**src/rtl/addr5_to_8_expander_if.sv**
```systemverilog
// Offset-in / address-out stream bundle for the 5-to-8 bit address expander.
// The slave side is the expander; the master side feeds offsets and consumes addresses.
interface addr5_to_8_expander_if;
  logic       in_valid;
  logic [4:0] in_addr5;
  logic       in_ready;
  logic       out_valid;
  logic       out_ready;
  logic [7:0] out_addr8;
  logic       out_wrap;

  modport slave (
    input  in_valid,
    input  in_addr5,
    output in_ready,
    output out_valid,
    input  out_ready,
    output out_addr8,
    output out_wrap
  );

  modport master (
    output in_valid,
    output in_addr5,
    input  in_ready,
    input  out_valid,
    output out_ready,
    input  out_addr8,
    input  out_wrap
  );
endinterface

```
**src/rtl/addr5_to_8_expander.sv**
```systemverilog
// Rebuilds 8-bit addresses from 5-bit offsets using a page register that can auto-advance
// when the offset stream wraps; results go through a one-entry registered output stage.
module addr5_to_8_expander (
  input  logic       clk,
  input  logic       reset,
  input  logic       page_load,
  input  logic [2:0] page_in,
  input  logic       track_en,
  output logic [2:0] page,
  output logic       ovf,
  addr5_to_8_expander_if.slave bus
);

  logic [2:0] page_q, page_d;
  logic [4:0] last5_q, last5_d;
  logic       have_last_q, have_last_d;
  logic       ovf_q, ovf_d;
  logic       out_valid_q, out_valid_d;
  logic [7:0] out_addr8_q, out_addr8_d;
  logic       out_wrap_q, out_wrap_d;

  logic       in_ready;
  logic       accept;
  logic       wrap;
  logic [2:0] page_used;

  assign in_ready = !out_valid_q || bus.out_ready;
  assign accept   = bus.in_valid && in_ready;
  // An explicit load overrides wrap detection in the same cycle.
  assign wrap     = accept && track_en && have_last_q && !page_load &&
                    (bus.in_addr5 < last5_q);

  always_comb begin
    page_used = page_q;
    if (page_load) begin
      page_used = page_in;
    end else if (wrap) begin
      page_used = page_q + 3'd1;
    end
  end

  always_comb begin
    page_d      = page_q;
    last5_d     = last5_q;
    have_last_d = have_last_q;
    ovf_d       = ovf_q;
    out_valid_d = out_valid_q;
    out_addr8_d = out_addr8_q;
    out_wrap_d  = out_wrap_q;

    if (page_load || accept) begin
      page_d = page_used;
    end

    if (page_load) begin
      ovf_d = 1'b0;
    end else if (wrap && (page_q == 3'd7)) begin
      ovf_d = 1'b1;
    end

    if (accept) begin
      last5_d     = bus.in_addr5;
      have_last_d = 1'b1;
      out_valid_d = 1'b1;
      out_addr8_d = {page_used, bus.in_addr5};
      out_wrap_d  = wrap;
    end else begin
      if (page_load) begin
        have_last_d = 1'b0;
      end
      // Drain leaves the data fields untouched.
      if (out_valid_q && bus.out_ready) begin
        out_valid_d = 1'b0;
      end
    end
  end

  always_ff @(posedge clk) begin
    if (reset) begin
      page_q      <= 3'd0;
      last5_q     <= 5'd0;
      have_last_q <= 1'b0;
      ovf_q       <= 1'b0;
      out_valid_q <= 1'b0;
      out_addr8_q <= 8'h00;
      out_wrap_q  <= 1'b0;
    end else begin
      page_q      <= page_d;
      last5_q     <= last5_d;
      have_last_q <= have_last_d;
      ovf_q       <= ovf_d;
      out_valid_q <= out_valid_d;
      out_addr8_q <= out_addr8_d;
      out_wrap_q  <= out_wrap_d;
    end
  end

  assign bus.in_ready  = in_ready;
  assign bus.out_valid = out_valid_q;
  assign bus.out_addr8 = out_addr8_q;
  assign bus.out_wrap  = out_wrap_q;
  assign page          = page_q;
  assign ovf           = ovf_q;

endmodule

```
**src/flat_wrapper.sv**
```systemverilog
// flat-port wrapper written by rule: the top's interface ports become plain ports
module addr5_to_8_expander_flat 
  (clk, reset, page_load, page_in, track_en, page, ovf, bus_in_valid, bus_in_addr5, bus_in_ready, bus_out_valid, bus_out_ready, bus_out_addr8, bus_out_wrap);
  addr5_to_8_expander_if bus_i ();
  input  logic clk;
  input  logic reset;
  input  logic page_load;
  input  logic [2:0] page_in;
  input  logic track_en;
  output logic [2:0] page;
  output logic ovf;
  input wire logic [$bits(bus_i.in_valid)-1:0] bus_in_valid;
  input wire logic [$bits(bus_i.in_addr5)-1:0] bus_in_addr5;
  output wire logic [$bits(bus_i.in_ready)-1:0] bus_in_ready;
  output wire logic [$bits(bus_i.out_valid)-1:0] bus_out_valid;
  input wire logic [$bits(bus_i.out_ready)-1:0] bus_out_ready;
  output wire logic [$bits(bus_i.out_addr8)-1:0] bus_out_addr8;
  output wire logic [$bits(bus_i.out_wrap)-1:0] bus_out_wrap;
  assign bus_i.in_valid = bus_in_valid;
  assign bus_i.in_addr5 = bus_in_addr5;
  assign bus_in_ready = bus_i.in_ready;
  assign bus_out_valid = bus_i.out_valid;
  assign bus_i.out_ready = bus_out_ready;
  assign bus_out_addr8 = bus_i.out_addr8;
  assign bus_out_wrap = bus_i.out_wrap;
  addr5_to_8_expander u_core (.clk(clk), .reset(reset), .page_load(page_load), .page_in(page_in), .track_en(track_en), .page(page), .ovf(ovf), .bus(bus_i));
endmodule
```
**config.mk**
```make
export PLATFORM = sky130hd
export DESIGN_NAME = addr5_to_8_expander_flat
export DESIGN_NICKNAME = d
export VERILOG_FILES = /design/src/rtl/addr5_to_8_expander_if.sv /design/src/rtl/addr5_to_8_expander.sv /design/src/flat_wrapper.sv
export SDC_FILE = /design/constraint.sdc
export NUM_CORES = 1
export LEC_CHECK = 0
export ABC_CLOCK_PERIOD_IN_PS = 1950
export CAP_MARGIN = 20
export CORE_MARGIN = 4
export CORE_UTILIZATION = 38
export CTS_BUF_LIST = sky130_fd_sc_hd__clkbuf_4 sky130_fd_sc_hd__clkbuf_8 sky130_fd_sc_hd__clkbuf_16
export DETAILED_ROUTE_END_ITERATION = 10
export PLACE_DENSITY_LB_ADDON = 0.08
export SYNTH_ARGS = -nofsm -noshare
export SYNTH_HDL_FRONTEND = slang
export SYNTH_SLANG_ARGS = --single-unit
```
**constraint.sdc**
```tcl
create_clock -name clk -period 1.95 [get_ports clk]
set_input_delay 0.585 -clock clk [delete_from_list [all_inputs] [get_ports clk]]
set_output_delay 0.585 -clock clk [all_outputs]
set_load 0.02 [all_outputs]
```
== After elaboration in Yosys (flattened, before gate mapping) ==
Cells that the tools add are included.

* Add/subtract/negate cells: 1
* Multiply operators: 0
* Divide/modulo/power cells: 0
* Order comparisons: 1
* Equal/unequal tests: 1
* Shifts and indexed selects: 0
* Mux-type cells: 6
* Bitwise operators: 0
* Reduce and logical (&&, ||, !) cells: 14

{| class="wikitable"
|+ Operators with widths
! kind !! count
|-
| $logic_and 1x1->1 || 7
|-
| $mux 3 || 2
|-
| $lt 5x5->1 || 1
|-
| $mux 1 || 4
|-
| $reduce_bool 2->1 || 2
|-
| $add 3x1->3 const B || 1
|-
| $eq 3x3->1 const B || 1
|-
| $logic_not 1->1 || 2
|-
| $logic_or 1x1->1 || 2
|-
| $reduce_or 2->1 || 1
|}

* Register bits: 20
* Latch bits: 0
* Bits in writable memories: 0
* Bits in read-only memories: 0
* Bits of input ports: 14
* Output and inout port bits: 15
* Word-level logic and storage cells: 30
* Memories: 0

== Depth between registers and ports, before layout ==
Gate-level depths: netlist (run 1).

* Word-level depth: 9
* Gate-level depth with buffers: 7
* Depth with buffers taken out: 7

== Least setup slack after synthesis (run 1) ==
Ideal clock, no wire load.

* Path kind: in2reg
* Start point: in bus_in_addr5[2]
* End point: reg u_core.out_addr8_q[5], in the netlist u_core.bus.out_addr8[5]
* Arrival: 1911 ps
* Data required time: 1871 ps
* Slack: -40 ps
* Stages: 6
* Path through: ha_1 a21oi_1 o21ai_0 a31o_4 mux2_4 a211oi_2

* Word-level cells in the longest chain between the ends: 4

{| class="wikitable"
|+ Ends and longest elaborated chain
! what !! RTL line !! source
|-
| from (decl) || flat_wrapper.sv:13 || <nowiki>input wire logic [$bits(bus_i.in_addr5)-1:0] bus_in_addr5;</nowiki>
|-
| $lt 5x5->1 || addr5_to_8_expander.sv:31 || <nowiki>(bus.in_addr5 < last5_q);</nowiki>
|-
| $logic_and 1x1->1 || addr5_to_8_expander.sv:30 || <nowiki>assign wrap = accept && track_en && have_last_q && !page_load &&</nowiki>
|-
| $mux 3 || addr5_to_8_expander.sv:37 || <nowiki>end else if (wrap) begin</nowiki>
|-
| $mux 3 || addr5_to_8_expander.sv:35 || <nowiki>if (page_load) begin</nowiki>
|-
| to (signal assigned) || addr5_to_8_expander.sv:93 || <nowiki>out_addr8_q <= out_addr8_d;</nowiki>
|-
| to (decl) || addr5_to_8_expander.sv:19 || <nowiki>logic [7:0] out_addr8_q, out_addr8_d;</nowiki>
|}

Every way passes these cells.
A chain may end at the register's enable or synchronous reset.

== Worst setup path after layout (run 1) ==
* Start point: in bus_in_addr5[4]
* End point: reg u_core.out_addr8_q[5], in the netlist u_core.bus.out_addr8[5]

The elaborated chain is that of the path after synthesis.

==> results of run 1 <==
==> what timing repair did <==
action / 4_1_cts / 5_1_grt
resized for setup: 13 / 7
setup endpoints to repair: 8 / 5
pin swaps: 4 / 3
setup buffers: 0 / 1
==> cell families (layout without fill, tap and decap cells) <==
| group | after synthesis | count (layout) |
|---|---|---|
| multiplexers | 1 | 1 |
| AND/OR/NAND/NOR | 34 | 34 |
| buffers and inverters | 11 | 50 |
| flip-flops | 15 | 15 |
| AO/OA/AOI/OAI | 25 | 25 |
| adder cells (fa/ha/maj) | 6 | 6 |
==> through the flow <==
step                      TNS, ps  std cells  total power, µW  hold slack [ps]
final                           0        156            704.9            459.5
after global routing            0        156            743.6            480.1
after CTS                       0        155            709.5            460.4
after detailed placement    -3780        151            518.7            444.6
after global placement      -3406        151            515.3            438.5
after floorplan                 0         92            428.4            431.8
==> synth_stat cells <==
library cell	number	share of area, %
nand2_1	17	8.4
dfxtp_1	15	40
a21oi_1	13	8.6
inv_1	8	4.0
nor2_1	7	3.5
ha_1	6	9.9
o21ai_0	5	3.3
nand3_1	3	2.0
a221oi_1	2	2.3
a22oi_1	2	2.0
clkbuf_1	2	0.99
nor3_1	2	1.3
a211oi_2	1	1.7
a31o_4	1	2.3
a31oi_1	1	0.83
and2_1	1	0.83
and4bb_1	1	1.7
buf_6	1	1.5
mux2_4	1	2.0
nand2b_1	1	0.83
nand4_2	1	1.7
nor2b_1	1	0.83
==> worst max-delay path: cells and delay by family <==
family	cells	cell delay (ps)
AO/OA/AOI/OAI	2	420
adder cells (fa/ha/maj)	1	170
buffers and inverters	1	250
multiplexers	1	310
AND/OR/NAND/NOR	2	390
==> final cells by class <==
class | instances | area [µm²]
clock buffers | 3 | 22.52
clock inverters | 1 | 5.005
fillers | 169 | 599.3
inverters | 8 | 30.03
multi-input cells | 66 | 457.9
flip-flops and latches | 15 | 300.3
well taps | 25 | 31.28
repair buffers | 38 | 355.3
==> cells in the final DEF (no fill, tap or decap), types with 2 or more instances in the layout <==
cell type	netlist	routed
clkbuf_4	0	3
dlygate4sd2_1	0	4
buf_4	0	10
ha_1	6	4
dlymetal6s2s_1	0	4
nand3_1	3	3
inv_1	8	8
nand2_1	17	17
a21oi_1	13	12
dfxtp_1	15	15
o21ai_0	5	4
a221oi_2	0	2
a22oi_1	2	2
clkdlybuf4s50_1	0	19
nor2_1	7	7
nor3_1	2	2
==> sequential cells by signal, indices dropped and copies added, names as in the netlist <==
register,count
u_core.ovf,1
u_core.bus.out_addr8,8
u_core.bus.out_valid,1
u_core.have_last_q,1
u_core.bus.out_wrap,1
u_core.page,3
==> path summary, 6_finish.rpt <==
kind	slack, ps	depth (start not counted)	from	end
setup / recovery	40	7	bus_in_addr5[4]	u_core.bus.out_addr8[5]$_SDFFE_PP0P_
setup reg to reg	190	7	u_core.bus.out_addr8[4]$_SDFFE_PP0P_	u_core.bus.out_addr8[5]$_SDFFE_PP0P_
hold / removal	460	2	u_core.bus.out_addr8[7]$_SDFFE_PP0P_	u_core.bus.out_addr8[7]$_SDFFE_PP0P_
hold reg to reg	460	2	u_core.bus.out_addr8[7]$_SDFFE_PP0P_	u_core.bus.out_addr8[7]$_SDFFE_PP0P_
==> power groups by stage <==
| stage | clock network, µW | registers, µW | logic [µW] |
|---|---|---|---|
| floorplan | 0 | 360 | 68.7 |
| global placement | 0 | 341 | 174 |
| detailed placement | 0 | 342 | 177 |
| CTS | 191 | 335 | 183 |
| global route | 204 | 338 | 201 |
| finish | 184 | 335 | 186 |
==> layer usage <==
| metal | vias to the layer above | track usage, % | wire length, µm |
|---|---|---|---|
| met5 | - | 0 | 0 |
| met4 | 0 | 8.936 | 31 |
| met3 | 4 | 2.564 | 131 |
| met2 | 31 | 26.45 | 970 |
| met1 | 350 | 20.65 | 876 |
| li1 | 396 | - | - |
==> results.py, run 1 <==
metrics = {
    "yosys": {
        "synth-xor-area-share_pct": 0,
        "synth.net_count": 112,
        "synth_compound_area_share_pct": 20.99,
        "syn_area_um2": 757.0,
        "syn_avg_cell_area_um2": 8.228,
        "synth_top_family_by_area": "compound AO/OA/AOI/OAI gates",
        "yosys.area_share.simple_pct": 20.99,
        "synth.yosys.seq_area_share_pct": 39.67,
        "synth.area.mux_share_pct": 1.983,
        "synth_adder_area_share_pct": 9.917,
        "ys_ff_latch": 15,
        "postSynthCellCount": 92,
        "ys_warn_count": 0,
        "ys_types": 22,
    },
    "route": {
        "drcViolationCount": 0,
        "via_count": 781,
        "wl_per_cell_um": 12.88,
        "wl_um": 2010,
        "firstDrtPassIters": 6,
        "dr.first_iter.drc_count": 12,
        "ant_nets": 0,
        "vias_per_cell": 5.006,
    },
    "floorplanning": {
        "fp.dieW_um": 52.63,
        "io_pins": 29,
        "die_area_um2": 2770,
        "fp.dieH_um": 52.63,
        "start_util_pct": 42.01,
        "core_um2": 1802,
        "fp-row-count": 15,
    },
    "global_routing": {
        "grtUsageTotal_pct": 16.42,
        "grt_pass1_wl_um": 3298,
        "grt_pass1_vias": 742,
        "grt_max_degree": 14,
        "grt.overflow.total": 0,
        "antenna_found_initial": 0,
    },
    "power": {
        "power.share.sequential_pct": 47.5,
        "combPwrFrac_pct": 26.4,
        "p_sw_share_pct": 30.34,
        "pwr-share-clk_pct": 26.1,
        "power.leakage_uw": 0.0005323,
        "p_sw_uw": 213.9,
        "cell_internal_pwr_uw": 491.0,
        "ir_drop_mv": 0.4290,
        "power.density_nw_per_um2": 586.3,
    },
    "timing": {
        "post-route-min-period_ps": 1907,
        "finalCritPeriodShare_pct": 97.81,
        "slew_violations": 0,
        "rsz0062_at_grt": "false",
        "worstMarginPinSlew_ps": 375.8,
        "setup_viol": 0,
        "fin_skew_ps": 7.899,
        "max-slew-margin-rel_pct": 74.88,
        "hold_violations": 0,
        "timing.final.ws_setup_ps": 42.73,
        "max_freq_ghz": 0.5243,
    },
    "critical_path": {
        "path_cells": "dlygate4sd2_1, ha_2, and4bb_1, nand4_4, a31o_4, mux2_4, a211oi_2",
        "crit_arrival_ps": 2130,
        "critical_path_required_ps": 2170,
        "crit_type": "in2reg",
        "critPathSlowestCell": "mux2_4",
        "cp-start-kind": "input port",
        "critical_path.max_fanout": 5,
        "end_kind": "flop",
        "critPathMaxStageDelay_ps": 310,
    },
    "final_layout": {
        "fin_util_pct": 66.74,
        "fin_nets": 152,
        "n_antenna_cell": 0,
        "fin_area_um2": 1202,
        "drive_above_1_share_pct": 19.85,
        "synthToLayoutAreaGrowth_pct": 58.84,
    },
    "clocking": {
        "cts_made_buffers": 3,
        "clock-root-buffer": "clkbuf_4",
        "clock_sinks": 15,
        "cts_tree": "built",
        "htree_levels": 1,
        "clk_latency_ps": 290,
        "clk_pin_slew_worst_paths_ps": 100,
        "cts.hold.buffers_added": 0,
        "clk_path_buf_depth": 2,
    },
    "placed_design": {
        "dpl-instance-area_um2": 1117,
        "dp_slack_ps": -550.3,
        "port_buffers": 28,
        "dp_hpwl_um": 1474,
        "routabilityCongestion": 0.7873,
    },
    "run": {
        "drv_cap": 0,
    },
    "run_status": {
        "status": "finished, final reports clean",
    },
    "min_path": {
        "min_path_type": "reg2reg",
    },
}
Note: power is estimated with default switching activity, not from simulation.
==> run 2: changes to the inputs <==
--- a/config.mk
+++ b/config.mk
@@ -5,13 +5,14 @@
 export SDC_FILE = /design/constraint.sdc
 export NUM_CORES = 1
 export LEC_CHECK = 0
-export ABC_CLOCK_PERIOD_IN_PS = 1950
+export ABC_CLOCK_PERIOD_IN_PS = 1900
 export CAP_MARGIN = 20
 export CORE_MARGIN = 4
-export CORE_UTILIZATION = 38
+export CORE_UTILIZATION = 42
 export CTS_BUF_LIST = sky130_fd_sc_hd__clkbuf_4 sky130_fd_sc_hd__clkbuf_8 sky130_fd_sc_hd__clkbuf_16
 export DETAILED_ROUTE_END_ITERATION = 10
 export PLACE_DENSITY_LB_ADDON = 0.08
+export SLEW_MARGIN = 20
 export SYNTH_ARGS = -nofsm -noshare
 export SYNTH_HDL_FRONTEND = slang
 export SYNTH_SLANG_ARGS = --single-unit
==> constraint.sdc (replaced) <==
create_clock -name clk -period 1.9 [get_ports clk]
set_input_delay 0.57 -clock clk [delete_from_list [all_inputs] [get_ports clk]]
set_output_delay 0.57 -clock clk [all_outputs]
set_load 0.02 [all_outputs]
==> run 2 against run 1 <==
Net effect:
- clock power increased by 14%
- sequential power up 3%
- count of clock-buffer cells in the layout grew 1
- cell area grew 1.7%
- combinational power increased by 6%
- global-route usage increased by 1.7 points
- via count is 0.77% higher
- worst setup slack worse by 29 ps
- hold slack better by 5.7 ps
- clock skew down 1.4 ps
- largest power group unchanged
- highest routed layer unchanged
==> results.py, run 2 (synthesized netlist as in run 1, its figures left out) <==
metrics = {
    "timing": {
        "hold_violations": 0,
        "worstMarginPinSlew_ps": 324.2,
        "rsz0062_at_grt": "true",
        "finalCritPeriodShare_pct": 99.26,
        "setup_viol": 0,
        "max_freq_ghz": 0.5303,
        "max-slew-margin-rel_pct": 78.29,
        "slew_violations": 0,
        "post-route-min-period_ps": 1886,
        "fin_skew_ps": 6.471,
    },
    "floorplanning": {
        "fp.dieW_um": 50.46,
        "die_area_um2": 2546,
        "start_util_pct": 44.32,
        "core_um2": 1708,
        "fp-row-count": 15,
        "io_pins": 29,
        "fp.dieH_um": 50.46,
    },
    "final_layout": {
        "drive_above_1_share_pct": 20.45,
        "fin_util_pct": 71.58,
        "fin_nets": 153,
        "n_antenna_cell": 0,
        "synthToLayoutAreaGrowth_pct": 61.49,
        "largest_reg_flops": 8,
        "regArea_um2": 300.3,
        "nFillCells": 139,
        "multiInputGateArea_um2": 459.2,
        "finalNonFillerCells": 157,
        "final_common_cell": "clkdlybuf4s50_1",
        "layout_common_cells": "clkdlybuf4s50_1, nand2_1, dfxtp_1",
    },
    "run": {
        "drv_cap": 0,
    },
    "critical_path": {
        "crit_arrival_ps": 2100,
        "end_kind": "flop",
        "critPathSlowestCell": "clkdlybuf4s50_1",
        "critical_path_required_ps": 2120,
        "cp-start-kind": "input port",
        "cp.buffers_inverters": 1,
        "critPathMaxStageDelay_ps": 440,
        "path_cells": "clkdlybuf4s50_1, and4bb_1, nand4_4, a31o_4, mux2_4, a211oi_2",
        "crit_family": "buffers and inverters",
        "crit_type": "in2reg",
        "critical_path.max_fanout": 4,
    },
    "min_path": {
        "min_path_type": "reg2reg",
    },
    "clocking": {
        "cts_setup_buffers": 0,
        "cts_tree": "built",
        "clock_sinks": 15,
        "clk_latency_ps": 290,
        "htree_levels": 1,
        "cts.hold.buffers_added": 0,
        "cts_made_buffers": 3,
        "clock-root-buffer": "clkbuf_4",
        "clk_path_buf_depth": 2,
        "clk_pin_slew_worst_paths_ps": 100,
    },
    "global_routing": {
        "grt_pass1_vias": 745,
        "grtUsageTotal_pct": 18.07,
        "grt_pass1_wl_um": 3477,
        "grt_max_degree": 14,
        "antenna_found_initial": 0,
        "grt.overflow.total": 0,
    },
    "power": {
        "power.density_nw_per_um2": 613.7,
        "pwr-share-clk_pct": 27.8,
        "p_sw_uw": 221.4,
        "power.leakage_uw": 0.0005502,
        "power.share.sequential_pct": 45.9,
        "combPwrFrac_pct": 26.3,
        "p_sw_share_pct": 29.51,
        "cell_internal_pwr_uw": 528.8,
        "ir_drop_mv": 0.5098,
    },
    "route": {
        "dr.first_iter.drc_count": 17,
        "ant_nets": 0,
        "via_count": 787,
        "vias_per_cell": 5.013,
        "wl_per_cell_um": 13.25,
        "drcViolationCount": 0,
        "wl_um": 2080,
        "firstDrtPassIters": 4,
    },
    "placed_design": {
        "dp.cells": 153,
        "dp_hpwl_um": 1553,
        "port_buffers": 28,
        "routabilityCongestion": 0.8259,
    },
    "run_status": {
        "status": "finished, final reports clean",
    },
}
[run 2: cell type report]
| class | instances | area share [%] |
|---|---|---|
| multi-input cells | 66 | 37.56 |
| repair buffers | 39 | 30.40 |
| flip-flops and latches | 15 | 24.57 |
| well taps | 25 | 2.559 |
| clock buffers | 4 | 2.457 |
| inverters | 8 | 2.457 |
[run 2: metrics by stage]
| stage | TNS (ps) | hold slack (ps) | instance area (µm²) | power [µW] | setup slack (ps) |
|---|---|---|---|---|---|
| 4_1_cts | 0 | 459.9 | 1210 | 752.8 | 9.751 |
| 2_1_floorplan | 0 | 431.8 | 769.5 | 442.3 | 1.524 |
| 5_1_grt | -136.6 | 492.0 | 1222 | 792.1 | -45.03 |
| 3_3_place_gp | -3706 | 437.0 | 1145 | 535.1 | -472.2 |
| 6_report | 0 | 465.2 | 1222 | 750.2 | 14.13 |
| 3_5_place_dp | -4158 | 447.5 | 1145 | 539.3 | -556.5 |
[run 2: final timing paths]
kind,from,to,slack [ps],cells past startpoint
setup / recovery,track_en,u_core.bus.out_addr8[5]$_SDFFE_PP0P_,10,6
hold / removal,u_core.bus.out_addr8[7]$_SDFFE_PP0P_,u_core.bus.out_addr8[7]$_SDFFE_PP0P_,470,2
setup reg to reg,u_core.bus.out_addr8[4]$_SDFFE_PP0P_,u_core.bus.out_addr8[5]$_SDFFE_PP0P_,100,7
hold reg to reg,u_core.bus.out_addr8[7]$_SDFFE_PP0P_,u_core.bus.out_addr8[7]$_SDFFE_PP0P_,470,2
[run 2: power by group through the flow]
stage | clock network (µW) | logic (µW) | registers (µW)
2_1_floorplan | 0 | 73.1 | 369
3_3_place_gp | 0 | 184 | 351
3_5_place_dp | 0 | 188 | 351
4_1_cts | 210 | 198 | 345
5_1_grt | 227 | 217 | 348
6_report | 209 | 197 | 344
[run 2: routing by layer]
layer  track usage, %  up-vias  share of wire [%]
li1                 -      398                  -
met4            5.381        0               0.67
met2            28.91       24                 50
met1            24.27      363                 44
met5                0        -                  0
met3            3.858        2                5.0
[run 2: worst register-to-register path, cell delays in order, from the launching register on]
cell and delay [ps]:
dfxtp_1 360, inv_1 80, ha_4 160, and4bb_1 300, nand4_4 110, a31o_4 240
mux2_4 320, a211oi_2 170
[run 2: timing repair]
| action | in CTS | in global routing |
|---|---|---|
| pin swaps | 6 | 2 |
| gates resized for setup | 17 | 5 |
| endpoints found under the setup margin | 8 | 11 |
